<file path="src/rtl/alu_issue_unit.sv">
// Issue unit for the combinational ALU. It decodes one instruction, holds the ALU inputs steady
// while the ALU evaluates them, and then presents one writeback/branch record downstream.
module alu_issue_unit #(
    parameter int XLEN    = 32,
    parameter int RADDR_W = 5
) (
    input  logic               i_clk,
    input  logic               i_rst,
    input  logic               i_instr_valid,
    output logic               o_instr_ready,
    input  logic [31:0]        i_instr,
    output logic [RADDR_W-1:0] o_rs_addr,
    output logic [RADDR_W-1:0] o_rt_addr,
    input  logic [XLEN-1:0]    i_rs_data,
    input  logic [XLEN-1:0]    i_rt_data,
    output logic [3:0]         o_alu_opcode,
    output logic [XLEN-1:0]    o_alu_wordA,
    output logic [XLEN-1:0]    o_alu_wordB,
    output logic [4:0]         o_alu_shamt,
    input  logic [XLEN-1:0]    i_alu_result,
    input  logic               i_alu_equal,
    input  logic               i_alu_notequal,
    output logic               o_wb_valid,
    input  logic               i_wb_ready,
    output logic               o_wb_we,
    output logic [RADDR_W-1:0] o_wb_rd,
    output logic [XLEN-1:0]    o_wb_data,
    output logic               o_wb_branch,
    output logic               o_wb_taken,
    output logic               o_wb_illegal
);

    typedef enum logic [1:0] {IDLE, EXEC, WB} state_t;

    state_t               state_q, state_d;
    logic [3:0]           opcode_q, opcode_d;
    logic [XLEN-1:0]      word_a_q, word_a_d;
    logic [XLEN-1:0]      word_b_q, word_b_d;
    logic [4:0]           shamt_q, shamt_d;
    logic [RADDR_W-1:0]   rd_q, rd_d;
    logic                 branch_q, branch_d;
    logic                 bne_q, bne_d;
    logic                 illegal_q, illegal_d;
    logic [XLEN-1:0]      data_q, data_d;
    logic                 taken_q, taken_d;

    logic [3:0]           dec_class;
    logic [13:0]          dec_imm;
    logic [3:0]           dec_opcode;
    logic [XLEN-1:0]      dec_word_a;
    logic [XLEN-1:0]      dec_word_b;
    logic [4:0]           dec_shamt;
    logic                 dec_branch;
    logic                 dec_illegal;

    assign o_rs_addr = i_instr[18:14];
    assign o_rt_addr = i_instr[13:9];
    assign dec_class = i_instr[31:28];
    assign dec_imm   = i_instr[13:0];

    always_comb begin
        dec_opcode  = i_instr[27:24];
        dec_word_a  = i_rs_data;
        dec_word_b  = i_rt_data;
        dec_shamt   = i_instr[8:4];
        dec_branch  = 1'b0;
        dec_illegal = 1'b0;
        case (dec_class)
            4'd0: ;
            4'd1: begin
                dec_word_b = {{(XLEN-14){dec_imm[13]}}, dec_imm};
                dec_shamt  = dec_imm[4:0];
            end
            4'd2: begin
                dec_word_b = {{(XLEN-14){1'b0}}, dec_imm};
                dec_shamt  = dec_imm[4:0];
            end
            4'd3: begin
                // Branches compare by subtraction; the ALU equality flags carry the decision.
                dec_opcode  = 4'h1;
                dec_shamt   = '0;
                dec_illegal = (i_instr[27:25] != 3'b000);
                dec_branch  = !dec_illegal;
            end
            default: begin
                dec_opcode  = '0;
                dec_word_a  = '0;
                dec_word_b  = '0;
                dec_shamt   = '0;
                dec_illegal = 1'b1;
            end
        endcase
    end

    always_comb begin
        state_d   = state_q;
        opcode_d  = opcode_q;
        word_a_d  = word_a_q;
        word_b_d  = word_b_q;
        shamt_d   = shamt_q;
        rd_d      = rd_q;
        branch_d  = branch_q;
        bne_d     = bne_q;
        illegal_d = illegal_q;
        data_d    = data_q;
        taken_d   = taken_q;
        case (state_q)
            IDLE: begin
                if (i_instr_valid) begin
                    opcode_d  = dec_opcode;
                    word_a_d  = dec_word_a;
                    word_b_d  = dec_word_b;
                    shamt_d   = dec_shamt;
                    rd_d      = i_instr[23:19];
                    branch_d  = dec_branch;
                    bne_d     = i_instr[24];
                    illegal_d = dec_illegal;
                    state_d   = EXEC;
                end
            end
            EXEC: begin
                data_d  = illegal_q ? '0 : i_alu_result;
                taken_d = branch_q & (bne_q ? i_alu_notequal : i_alu_equal);
                state_d = WB;
            end
            WB: begin
                if (i_wb_ready) begin
                    state_d = IDLE;
                end
            end
            default: state_d = IDLE;
        endcase
    end

    always_ff @(posedge i_clk or posedge i_rst) begin
        if (i_rst) begin
            state_q   <= IDLE;
            opcode_q  <= '0;
            word_a_q  <= '0;
            word_b_q  <= '0;
            shamt_q   <= '0;
            rd_q      <= '0;
            branch_q  <= 1'b0;
            bne_q     <= 1'b0;
            illegal_q <= 1'b0;
            data_q    <= '0;
            taken_q   <= 1'b0;
        end else begin
            state_q   <= state_d;
            opcode_q  <= opcode_d;
            word_a_q  <= word_a_d;
            word_b_q  <= word_b_d;
            shamt_q   <= shamt_d;
            rd_q      <= rd_d;
            branch_q  <= branch_d;
            bne_q     <= bne_d;
            illegal_q <= illegal_d;
            data_q    <= data_d;
            taken_q   <= taken_d;
        end
    end

    assign o_instr_ready = (state_q == IDLE);
    assign o_wb_valid    = (state_q == WB);
    assign o_alu_opcode  = opcode_q;
    assign o_alu_wordA   = word_a_q;
    assign o_alu_wordB   = word_b_q;
    assign o_alu_shamt   = shamt_q;
    assign o_wb_we       = !illegal_q && !branch_q && (rd_q != '0);
    assign o_wb_rd       = rd_q;
    assign o_wb_data     = data_q;
    assign o_wb_branch   = branch_q;
    assign o_wb_taken    = taken_q;
    assign o_wb_illegal  = illegal_q;

endmodule

</file>
<file path="config.mk">
export PLATFORM = sky130hd
export DESIGN_NAME = alu_issue_unit
export DESIGN_NICKNAME = d
export VERILOG_FILES = /design/src/rtl/alu_issue_unit.sv
export SDC_FILE = /design/constraint.sdc
export NUM_CORES = 1
export LEC_CHECK = 0
export ABC_AREA = 1
export ABC_CLOCK_PERIOD_IN_PS = 11410
export CAP_MARGIN = 20
export CORE_UTILIZATION = 43
export DETAILED_ROUTE_END_ITERATION = 7
export PLACE_DENSITY_LB_ADDON = 0.15
export SYNTH_ARGS = -nofsm -noshare
export SYNTH_HDL_FRONTEND = slang
export SYNTH_SLANG_ARGS = --single-unit
</file>
<file path="constraint.sdc">
create_clock -name i_clk -period 11.41 [get_ports i_clk]
set_input_delay 1.7115 -clock i_clk [delete_from_list [all_inputs] [get_ports i_clk]]
set_output_delay 1.7115 -clock i_clk [all_outputs]
set_load 0.01 [all_outputs]
</file>
==> impl_metrics.toml, run 1 <==
[status]
outcome = "completed"

[final_layout]
fin_util_pct = 71.1
final.fill_count = 923
final_common_cell = "nand2_1"
most-common-layout-cells = "nand2_1, clkdlybuf4s50_1, dfrtp_1"
area_growth_pct = 60.6
finalInstanceArea_um2 = 8150
antenna_cells = 0
nNetsFinal = 984
final_layout_size_suffix_gt1_share_pct = 4.87

[global_route]
antenna_found_initial = 0
grt_pass1_wl_mm = 24.6
grtUsageTotal_pct = 25.3
first_global_vias = 4948
grt_max_degree = 84
grt_remaining_overflow = 0

[die]
dieArea_um2 = 12200
initial_core_util_pct = 44.3
die_w_um = 111
fp.dieH_um = 111
coreArea_um2 = 11500
ios = 260
rows = 39

[timing]
timing_hold_violations_final = 0
fmax_ghz = 0.221
slew_headroom_pct = 28.9
setup_violations = 0
min_period_ns = 4.53
slew_violations = 0
fin_worst_skew_ns = 0.00630
period_share_pct = 39.7
worst_pin_slew_ns = 1.06
hold_ws_ns = 0.476
fin_setup_tns_ns = 0
rsz0062_at_grt = "false"

[drt]
routed-via-count = 4977
route.detailed.drc = 0
detail-route-antenna-nets = 0
wl_per_cell_um = 15.0
first_pass_iters = 4
wirelength_mm = 15.1
via_per_inst = 4.95
drt-initial-drc-count = 224

[synth]
synth-seq-area-share_pct = 57.2
synthCells = 626
synth_top_area_cell = "dfrtp_1"
ys_seq_elements = 116
syn-cell-area_um2 = 5080
yosysTopAreaCellShare_pct = 57.2
yosysUniqueCellTypes = 20
syn-num-nets = 760
synth_area_leaders = "dfrtp_1, nand2_1, nand3_1, buf_2, buf_4"
yosys_warnings = 0
syn_area_per_cell_um2 = 8.11

[place]
globalplace.congestion = 0.824
placed_cell_area_um2 = 7510
dp.final_hpwl_mm = 10.1
port_buffers = 249

[clocking]
cts.sinks = 116
post_cts_buffers = 0
cts_hold_buf = 0
path_clk_slew_ns = 0.05
clock_path_buffers = 2
cts_resized = 0
clock_latency_ns = 0.40
cts.htree.levels = 4
cts_tree = "done"
cts-root-buf = "clkbuf_16"
cts-buffers-inserted = 17

[hold_path]
hold_class = "reg -> reg"

[pwr]
powerDensity_nw_per_um2 = 220
leakagePower_uw = 0.00414
ir_drop_v = 0.000134

[critical_path]
path_buf_inv = 2
crit_path_top_delay_cell = "clkdlybuf4s50_1"
ff2ff_setup_slack_ns = 9.15
cp-start-kind = "primary input"
slowest_delay_ns = 0.56
cpMostUsedCell = "clkdlybuf4s50_1"
critical_path_required_ns = 9.70
crit_path_end_kind = "primary output"
path_cells = "clkdlybuf4s50_1 > clkdlybuf4s50_1"
path_max_fanout = 3
crit_type = "in -> out"
worstPathArrival_ns = 2.82
cp_top_family = "buffers and inverters"

[run]
drv_cap = 0
-- sequential cells by signal, indices dropped and copies added, names as in the netlist --
name,cells
o_alu_wordA,32
o_alu_wordB,32
o_wb_data,32
o_alu_shamt,5
o_wb_rd,5
o_alu_opcode,4
state_q,2
bne_q,1
o_wb_branch,1
o_wb_illegal,1
o_wb_taken,1
-- cell usage after synthesis (all sizes together) --
library cell	number
nand2	348
dfrtp	116
nand3	70
buf	44
inv	15
nand4	14
nor2	7
o21ai	6
clkbuf	3
a21oi	1
nor3	1
o2111ai	1
-- logic make-up after synthesis --
| logic type | count (synthesis) | share of synthesized area (%) |
|---|---|---|
| and+or+nand+nor | 440 | 35.7 |
| AOI/OAI and AO/OA | 8 | 0.863 |
| DFF | 116 | 57.2 |
| buffers and inverters | 62 | 6.26 |
-- power breakdown --
group	switching [uW]	total, uW	internal, uW
logic	319	641	322
registers	70.7	608	538
clock network	182	548	366
total	571	1800	1230
-- path summary, 6_finish.rpt --
kind                                   endpoint           from  cells past startpoint
worst min register to register    o_wb_data[18]  o_wb_data[18]                      2
worst max-delay path               o_rt_addr[4]    i_instr[13]                      2
worst max register to register  o_alu_opcode[0]     state_q[1]                      5
max in group asynchronous       o_alu_wordB[30]          i_rst                      4
min in group asynchronous         o_wb_data[21]          i_rst                      2
worst min-delay path              o_wb_data[18]  o_wb_data[18]                      2
-- area by class of cell --
cell class	count	area, um^2	share of cell area [%]
sequential	116	2900	35.6
timing repair buffer	252	2530	31.1
multi-input combinational	448	1860	22.9
clock buffer	24	492	6.03
tap	143	179	2.19
clock inverter	8	123	1.50
inverter	15	58.8	0.721
-- metal layers --
metal  vias to the layer above  GRT usage, %  share of wire, %
met5                         -             0                 0
met4                         0          11.4               3.2
met3                        34          7.44               7.1
met2                       208          42.1                48
met1                      2331          30.4                41
li1                       2404             -                 -
-- stage by stage --
step	std cells	total power, uW	setup WS, ns
2_1_floorplan	626	897	6.63
3_3_place_gp	973	1240	6.91
3_5_place_dp	973	1250	6.91
4_1_cts	1005	1810	6.90
5_1_grt	1006	1890	6.86
6_report	1006	1800	6.88
No activity file was read; power rests on OpenSTA's default activity.
==> inputs of run 2 (changes only) <==
--- a/config.mk
+++ b/config.mk
@@ -6,9 +6,9 @@
 export NUM_CORES = 1
 export LEC_CHECK = 0
 export ABC_AREA = 1
-export ABC_CLOCK_PERIOD_IN_PS = 11410
+export ABC_CLOCK_PERIOD_IN_PS = 3900
 export CAP_MARGIN = 20
-export CORE_UTILIZATION = 43
+export CORE_UTILIZATION = 36
 export DETAILED_ROUTE_END_ITERATION = 7
 export PLACE_DENSITY_LB_ADDON = 0.15
 export SYNTH_ARGS = -nofsm -noshare
==> constraint.sdc (replaced) <==
create_clock -name i_clk -period 3.9 [get_ports i_clk]
set_input_delay 0.585 -clock i_clk [delete_from_list [all_inputs] [get_ports i_clk]]
set_output_delay 0.585 -clock i_clk [all_outputs]
set_load 0.01 [all_outputs]
==> impl_metrics.toml, run 2 (synthesis results as in run 1) <==
[final_layout]
nNetsFinal = 984
final_layout_size_suffix_gt1_share_pct = 5.10
area_growth_pct = 61.8
final_common_cell = "nand2_1"
most-common-layout-cells = "nand2_1, clkdlybuf4s50_1, dfrtp_1"
final_cell_count_no_fill = 1043

[drt]
drt-initial-drc-count = 262
wl_per_cell_um = 14.6
routed-via-count = 4981
detail-route-antenna-nets = 0
first_pass_iters = 5
route.detailed.drc = 0
wirelength_mm = 15.2
via_per_inst = 4.78

[timing]
rsz0062_at_grt = "false"
min_period_ns = 2.60
hold_ws_ns = 0.473
setup_violations = 0
slew_violations = 0
fmax_ghz = 0.384
timing_hold_violations_final = 0
slew_headroom_pct = 28.5
fin_setup_tns_ns = 0
worst_pin_slew_ns = 1.07
fin_worst_skew_ns = 0.00641
period_share_pct = 66.7

[place]
globalplace.congestion = 0.840
dp.cells = 1011
port_buffers = 249
dp.final_hpwl_mm = 10.3

[die]
fp.dieH_um = 121
initial_core_util_pct = 36.7
die_w_um = 121
coreArea_um2 = 13800
dieArea_um2 = 14600
rows = 43
ios = 260

[clocking]
cts-buffers-inserted = 17
cts.htree.levels = 4
path_clk_slew_ns = 0.05
cts_hold_buf = 0
clock_path_buffers = 2
post_cts_buffers = 0
cts.sinks = 116
cts_resized = 0
cts_tree = "done"
cts-root-buf = "clkbuf_16"
clock_latency_ns = 0.41

[pwr]
leakagePower_uw = 0.00416
switchingPower_uw = 1670
p_total_uw = 5320
comb_power_share_pct = 35.1
p_clk_share_pct = 31.2
power.internal_uw = 3640
powerDensity_nw_per_um2 = 647
p_sw_share_pct = 31.5
p_seq_share_pct = 33.7
ir_drop_v = 0.000233

[global_route]
antenna_found_initial = 1
grt_max_degree = 60
grt_pass1_wl_mm = 24.2
first_global_vias = 4828
grtUsageTotal_pct = 21.7
grt_remaining_overflow = 0

[hold_path]
hp-start = "o_alu_wordB[1]"
hold_class = "reg -> reg"

[critical_path]
crit_path_end_kind = "flip-flop"
critical_path_required_ns = 4.20
critPathLaunch = "i_instr[28]"
path_max_fanout = 32
crit_type = "in -> reg"
r2r_start = "state_q[1]"
worstPathArrival_ns = 2.90
cp-start-kind = "primary input"

[run]
drv_cap = 0

[status]
outcome = "completed"
==> run 2: changes by cell type in the layout (fill, tap and decap cells not counted), sizes merged <==
cell and change:
bufinv +1, clkbuf -3, clkinv +3, clkinvlp -2, diode +1
==> run 2: critical path, cell delays in order <==
cell             delay (ns)
clkdlybuf4s50_1        0.44
nand2_1                0.54
nand2_1                0.83
nand3_1                0.28
nand2_1                0.08
nand2_1                0.06
nand2_1                0.06
==> run 2: final timing paths <==
check | to | slack [ns] | depth (start not counted)
setup / recovery | o_alu_wordB[7] | 1.30 | 7
min in group asynchronous | o_wb_data[22] | 0.64 | 2
setup reg to reg | o_alu_opcode[0] | 1.89 | 5
hold reg to reg | o_alu_wordB[1] | 0.47 | 2
hold / removal | o_alu_wordB[1] | 0.47 | 2
max in group asynchronous | o_alu_wordA[26] | 2.45 | 3
==> run 2: layer usage <==
| metal | up-vias | GRT usage [%] | share of wire [%] |
|---|---|---|---|
| met2 | 205 | 34.4 | 47 |
| met5 | - | 0 | 0 |
| met4 | 0 | 12.2 | 3.2 |
| li1 | 2399 | - | - |
| met3 | 34 | 7.74 | 8.6 |
| met1 | 2343 | 25.5 | 41 |
==> run 2: final cells by class <==
cell class | instances | area (um^2)
Antenna cell | 1 | 2.50
Timing Repair Buffer | 252 | 2530
Sequential cell | 116 | 2900
Inverter | 15 | 58.8
Fill cell | 1199 | 5610
Tap cell | 180 | 225
Clock buffer | 21 | 480
Multi-Input combinational cell | 448 | 1860
Clock inverter | 10 | 153
==> run 2: power by group through the flow <==
stage | logic, uW | registers [uW] | clock network (uW)
after floorplan | 669 | 1950 | 0
after global placement | 1860 | 1780 | 0
after detailed placement | 1880 | 1800 | 0
after CTS | 1890 | 1790 | 1690
after global routing | 2040 | 1830 | 1740
final | 1870 | 1790 | 1660
==> run 2: metrics by stage <==
| stage | cell area (um^2) | setup WS, ns | util, % |
|---|---|---|---|
| final | 8210 | 1.30 | 59.4 |
| after global placement | 7580 | 0.948 | 54.8 |
| after global routing | 8210 | 1.08 | 59.4 |
| after floorplan | 5080 | 0.243 | - |
| after detailed placement | 7580 | 0.901 | 54.8 |
| after CTS | 8210 | 1.35 | 59.4 |
